==> src/rtl/apb_gpio_irq_queue.sv <==
// APB interrupt event queue for the GPIO block's per-pin interrupt vector.
// Rising edges on masked lines set per-pin pending bits. A round-robin scanner
// moves one pending pin ID per cycle into a FIFO. irq_o is asserted while the
// FIFO holds entries and the block is enabled. Software pops IDs over APB.
module apb_gpio_irq_queue #(
    parameter int APB_ADDR_WIDTH = 12,
    parameter int N_GPIO         = 32,
    parameter int FIFO_DEPTH     = 8
) (
    input  logic                      HCLK,
    input  logic                      HRESET,
    input  logic [APB_ADDR_WIDTH-1:0] PADDR,
    input  logic [31:0]               PWDATA,
    input  logic                      PWRITE,
    input  logic                      PSEL,
    input  logic                      PENABLE,
    output logic [31:0]               PRDATA,
    output logic                      PREADY,
    output logic                      PSLVERR,
    input  logic [N_GPIO-1:0]         interrupt_i,
    output logic                      irq_o
);
    localparam int AW = (FIFO_DEPTH > 1) ? $clog2(FIFO_DEPTH) : 1;
    localparam int CW = AW + 1;

    // state
    logic [N_GPIO-1:0] mask_r;
    logic [N_GPIO-1:0] pending_r;
    logic [N_GPIO-1:0] int_q_r;
    logic              enable_r;
    logic              overflow_r;
    logic              irq_r;
    logic [6:0]        rr_ptr_r;
    logic [6:0]        fifo_mem_r [FIFO_DEPTH];
    logic [AW-1:0]     wr_ptr_r;
    logic [AW-1:0]     rd_ptr_r;
    logic [CW-1:0]     count_r;

    // combinational
    logic [11:0]         addr_s;
    logic                acc_s, wr_s, rd_s;
    logic [63:0]         mask64_s, pend64_s, new_mask64_s;
    logic                mask_wr_s, pop_s, push_s, flush_s, full_s, empty_s;
    logic                ovf_set_s, ovf_clr_s, found_s;
    logic [2*N_GPIO-1:0] dbl_s;
    logic [N_GPIO-1:0]   rot_s, edge_s, push_vec_s, pending_n_s;
    logic [6:0]          off_s, sel_s, rr_next_s, head_s;
    logic [7:0]          sum_s;
    logic                unused_s;

    assign addr_s    = PADDR[11:0];
    assign acc_s     = PSEL & PENABLE;
    assign wr_s      = acc_s & PWRITE;
    assign rd_s      = acc_s & ~PWRITE;
    assign mask64_s  = 64'(mask_r);
    assign pend64_s  = 64'(pending_r);
    assign full_s    = (count_r == CW'(FIFO_DEPTH));
    assign empty_s   = (count_r == {CW{1'b0}});
    assign head_s    = fifo_mem_r[rd_ptr_r];
    assign edge_s    = interrupt_i & ~int_q_r & mask_r;
    assign pop_s     = rd_s & (addr_s == 12'h008) & ~empty_s;
    assign push_s    = found_s & ~full_s;
    assign flush_s   = wr_s & (addr_s == 12'h018) & PWDATA[1];
    assign ovf_clr_s = wr_s & (addr_s == 12'h00C) & PWDATA[0];
    assign ovf_set_s = |(edge_s & pending_r & ~push_vec_s);
    assign rr_next_s = (sel_s == 7'(N_GPIO - 1)) ? 7'd0 : (sel_s + 7'd1);
    assign PREADY    = 1'b1;
    assign PSLVERR   = 1'b0;
    assign irq_o     = irq_r;
    assign unused_s  = ^{new_mask64_s, dbl_s, PADDR};

    // Round-robin scan: rotate pending so rr_ptr sits at bit 0, take the lowest set bit.
    always_comb begin
        dbl_s = {pending_r, pending_r} >> rr_ptr_r;
        rot_s = dbl_s[N_GPIO-1:0];
        off_s = 7'd0;
        for (int j = N_GPIO - 1; j >= 0; j--) begin
            off_s = rot_s[j] ? 7'(j) : off_s;
        end
        found_s = |rot_s;
        sum_s   = {1'b0, rr_ptr_r} + {1'b0, off_s};
        sel_s   = (sum_s >= 8'(N_GPIO)) ? 7'(sum_s - 8'(N_GPIO)) : sum_s[6:0];
    end

    // One-hot of the pin being pushed this cycle.
    always_comb begin
        push_vec_s = {N_GPIO{1'b0}};
        for (int i = 0; i < N_GPIO; i++) begin
            push_vec_s[i] = push_s & (sel_s == 7'(i));
        end
    end

    // Mask write decode; the new mask also filters pending in the same cycle.
    always_comb begin
        new_mask64_s = mask64_s;
        mask_wr_s    = 1'b0;
        if (wr_s) begin
            case (addr_s)
                12'h000: begin
                    new_mask64_s[31:0] = PWDATA;
                    mask_wr_s          = 1'b1;
                end
                12'h004: begin
                    new_mask64_s[63:32] = PWDATA;
                    mask_wr_s           = 1'b1;
                end
                default: mask_wr_s = 1'b0;
            endcase
        end else begin
            mask_wr_s = 1'b0;
        end
    end

    // Next pending: pushed pin clears, a new edge sets (even on its push cycle), unmasking clears.
    always_comb begin
        pending_n_s = (pending_r & ~push_vec_s) | edge_s;
        if (mask_wr_s) begin
            pending_n_s = pending_n_s & new_mask64_s[N_GPIO-1:0];
        end else begin
            pending_n_s = pending_n_s;
        end
    end

    // APB read mux, driven only during a read access.
    always_comb begin
        PRDATA = 32'd0;
        if (rd_s) begin
            case (addr_s)
                12'h000: PRDATA = mask64_s[31:0];
                12'h004: PRDATA = mask64_s[63:32];
                12'h008: PRDATA = empty_s ? 32'd0 : {1'b1, 24'd0, head_s};
                12'h00C: PRDATA = {9'd0, 7'(count_r), 6'd0, full_s, empty_s, 7'd0, overflow_r};
                12'h010: PRDATA = pend64_s[31:0];
                12'h014: PRDATA = pend64_s[63:32];
                12'h018: PRDATA = {31'd0, enable_r};
                default: PRDATA = 32'd0;
            endcase
        end else begin
            PRDATA = 32'd0;
        end
    end

    // Register state, FIFO and interrupt; flush overrides queue, pending and scan pointer.
    always_ff @(posedge HCLK) begin
        if (HRESET) begin
            mask_r     <= {N_GPIO{1'b0}};
            pending_r  <= {N_GPIO{1'b0}};
            int_q_r    <= {N_GPIO{1'b0}};
            enable_r   <= 1'b0;
            overflow_r <= 1'b0;
            irq_r      <= 1'b0;
            rr_ptr_r   <= 7'd0;
            wr_ptr_r   <= {AW{1'b0}};
            rd_ptr_r   <= {AW{1'b0}};
            count_r    <= {CW{1'b0}};
        end else begin
            int_q_r <= interrupt_i;
            irq_r   <= enable_r & ~empty_s;
            if (mask_wr_s) begin
                mask_r <= new_mask64_s[N_GPIO-1:0];
            end
            if (wr_s && (addr_s == 12'h018)) begin
                enable_r <= PWDATA[0];
            end
            if (ovf_set_s) begin
                overflow_r <= 1'b1;
            end else if (ovf_clr_s) begin
                overflow_r <= 1'b0;
            end
            if (flush_s) begin
                pending_r <= {N_GPIO{1'b0}};
                rr_ptr_r  <= 7'd0;
                wr_ptr_r  <= {AW{1'b0}};
                rd_ptr_r  <= {AW{1'b0}};
                count_r   <= {CW{1'b0}};
            end else begin
                pending_r <= pending_n_s;
                if (push_s) begin
                    fifo_mem_r[wr_ptr_r] <= sel_s;
                    wr_ptr_r             <= wr_ptr_r + AW'(1);
                    rr_ptr_r             <= rr_next_s;
                end
                if (pop_s) begin
                    rd_ptr_r <= rd_ptr_r + AW'(1);
                end
                case ({push_s, pop_s})
                    2'b10:   count_r <= count_r + CW'(1);
                    2'b01:   count_r <= count_r - CW'(1);
                    default: count_r <= count_r;
                endcase
            end
        end
    end
endmodule

==> config.mk <==
export PLATFORM = sky130hd
export DESIGN_NAME = apb_gpio_irq_queue
export DESIGN_NICKNAME = d
export VERILOG_FILES = /design/src/rtl/apb_gpio_irq_queue.sv
export SDC_FILE = /design/constraint.sdc
export NUM_CORES = 1
export LEC_CHECK = 0
export ABC_AREA = 1
export BUFFER_PORTS_ARGS = -buffer_cell sky130_fd_sc_hd__buf_2
export CAP_MARGIN = 10
export CORE_MARGIN = 2
export CORE_UTILIZATION = 40
export CTS_CLUSTER_DIAMETER = 40
export DETAILED_ROUTE_END_ITERATION = 16
export MAX_ROUTING_LAYER = met4
export PLACE_DENSITY = 0.6
export SLEW_MARGIN = 5
export SYNTH_ARGS = -nofsm -noshare
export SYNTH_HDL_FRONTEND = slang
export SYNTH_SLANG_ARGS = --single-unit
==> constraint.sdc <==
create_clock -name HCLK -period 6.9 [get_ports HCLK]
set_clock_uncertainty 0.2 [all_clocks]
set_input_delay 1.38 -clock HCLK [delete_from_list [all_inputs] [get_ports HCLK]]
set_output_delay 1.38 -clock HCLK [all_outputs]
set_load 0.03 [all_outputs]
==> results.md <==
- Outcome: finished, final reports clean
- Layout Nets: 1840
- Commonest non-fill, non-tap cells in the layout: nand2_1, nor2_1, nand3_1
- CP startpoint: rr_ptr_r[1]$_SDFFE_PP0P_
- Tightest Hold Check Type: reg -> reg
- Syn_area_per_cell: 6.66 um^2
- DIE AREA: 29100 um^2
- Yosys warning count: 0
- Initial Util: 40.9%
- CP arrival: 6460 ps
- GRT overflow: 0
- H-tree Lvls: 4
- Fin crit period: 6370 ps
- Die Y: 170 um
- Ant diodes: 0
- Crit-path slowest cell: dfxtp_1
- Via count: 11400
- DR iter-0 viols: 1064
- Total Power: 5.58 mW
- Max frequency: 0.157 GHz
- Worst stage delay on the critical path: 360 ps
- Clk sinks: 175
- Max Cap Viol: 0
- Post-CTS Hold Buffers: 0
- Root Buffer: clkbuf_16
- Least-Margin Pin Slew: 1220 ps
- Core area: 27100 um^2
- DR WL/cell: 17.4 um
- DR vias/cell: 5.37
- Share of layout cells above drive strength 1: 12.9%
- Worst Setup EP: overflow_r$_SDFFE_PP0P_
- Most frequent cell on the critical path: nand2_1
- CTS tree: built
- Area delta synth->final: 14.1%
- Synthesized cell area: 11100 um^2
- Drt pass-1 iters: 7
- Final period util: 92.3%
- Worst reg-to-reg setup slack: 530 ps
- Sequential area share after synthesis: 36.7%
- Main synth FF type: dfxtp_1
- Hold depth: 2
- P_leak: 5.52 nW
- DRC violation count after routing: 0
- Number of CTS-inserted buffers: 17
- Worst Reg-to-Reg Cells: 54
- GRT Total Usage: 26.4%
- Setup CP Type: reg -> reg
- Yosys reg bits: 175
- CP endpoint kind: flop
- Worst-path maximum fanout: 34
- Worst-skew pair later-pin latency: 450 ps
- Die width: 170 um
- Critical path launch point type: flop
- R2R Path End: overflow_r$_SDFFE_PP0P_
- Routed Antenna Nets: 0
- Final hold violations: 0
- Post-synthesis net count: 1761
- Port Buffers: 113
- Final wirelength: 37.0 mm
- Final core utilization: 46.7%
- Post-synthesis cell count: 1664
- Dpl hpwl: 27.2 mm
- Vias in the first global route: 10600
- Peak supply drop: 0.341 mV
- Register clock-pin slew on the reported worst setup and hold paths: 70 ps
- Initial antenna violation count: 0
- Io pins: 116
- Pins over their slew limit: 0
- Number of enable flip-flop cells after synthesis: 56
- Relative slew slack: 17.8%
- Synth async-reset ratio: 0%
- Synth cell types: 53
- Worst path required time: 6990 ps
- Final setup viols: 0
- First-pass GRT wire length: 57.9 mm
- Clock tree buffer depth: 2
- Largest net degree at the start of global routing: 68
- Rows: 60
- Commonest non-fill, non-tap cell in the layout: nand2_1
- PD cells: 441 nW/um^2
- GPL Wtd Cong: 0.952
- R2R Path Start: rr_ptr_r[1]$_SDFFE_PP0P_
[cell families after synthesis]
kind of cell / after synthesis / synth area share (%)
and+or+nand+nor: 952 / 36.7
buffers and inverters: 258 / 9.94
AOI/OAI and AO/OA: 253 / 14.0
DFF: 175 / 36.7
adders and majority gates: 16 / 1.94
xor gates and xnor gates: 8 / 0.632
other: 2 / 0.0677
[power by group]
| group | leakage, nW | internal, mW | switching (mW) |
|---|---|---|---|
| Combinational | 3.73 | 0.942 | 2.19 |
| Sequential | 1.48 | 1.35 | 0.0479 |
| Clock | 0.308 | 0.510 | 0.544 |
[per-stage QoR]
step                      setup WS, ps  TNS [ps]  area [um^2]  std cells  hold slack (ps)
after global placement             461         0        11900       2095              284
after floorplan                   1240         0        11100       1664              246
after detailed placement           315         0        11900       2095              284
after CTS                          266         0        12600       2127              298
final                              532         0        12600       2128              308
after global routing             -37.8     -37.8        12600       2128              314
[worst min path at each step]
stage | startpoint | to | slack [ps]
after floorplan | enable_r$_SDFFE_PP0P_ | irq_o$_SDFF_PP0_ | 250
after global placement | enable_r$_SDFFE_PP0P_ | irq_o$_SDFF_PP0_ | 280
after detailed placement | enable_r$_SDFFE_PP0P_ | irq_o$_SDFF_PP0_ | 280
after CTS | enable_r$_SDFFE_PP0P_ | irq_o$_SDFF_PP0_ | 300
after global routing | enable_r$_SDFFE_PP0P_ | irq_o$_SDFF_PP0_ | 310
final | mask_r[12]$_SDFFE_PP0P_ | mask_r[12]$_SDFFE_PP0P_ | 310
[cell type report]
class / instances / area, um^2
fillers: 2819 / 14500
multi-input cells: 1231 / 5950
clock buffers: 17 / 425
repair buffers: 147 / 867
clock inverters: 15 / 215
flip-flops and latches: 175 / 4070
well taps: 372 / 465
inverters: 171 / 654
[what timing repair did]
item,in CTS,in global routing
endpoints found under the setup margin,0,1
buffers inserted,0,0
gates resized for setup,0,22
endpoints found under the hold margin,0,0
[critical path, delay by kind of cell (launching register included)]
kind	cells	cell delay, ps
AO/OA/AOI/OAI	10	1680
XOR/XNOR	1	270
adder cells (fa/ha/maj)	2	500
buffers and inverters	3	560
flip-flops	1	360
AND/OR/NAND/NOR	38	2650
[metal layers]
metal  GRT usage [%]  vias to the layer above  wire length, um
met5               -                        -                0
met4            8.21                        0              854
met3            3.00                       54             2100
met2            41.3                      409            16900
met1            35.9                     5273            17100
li1                -                     5701                -
[registers in the layout, summed over array words and instances (netlist names), named ones only]
| register | flops |
|---|---|
| count_r | 4 |
| mask_r | 32 |
| pending_r | 32 |
| int_q_r | 32 |
| irq_o | 1 |
| rr_ptr_r | 7 |
| fifo_mem_r | 56 |
| wr_ptr_r | 3 |
| overflow_r | 1 |
| rd_ptr_r | 3 |
| enable_r | 1 |
[Yosys cell counts (all sizes together) (14+ instances only)]
master	n	area share, %
o21ai	112	5.2
a21oi	40	1.8
dfxtp	119	21
a211oi	36	2.5
nor3	76	3.5
inv	167	5.7
o221ai	14	1.1
buf	43	2.6
a31oi	16	0.96
nor2	208	7.3
edfxtp	56	15
clkbuf	44	1.5
ha	14	1.6
nand3	202	9.3
nand2	447	16
No activity file was read; power rests on OpenSTA's default activity.
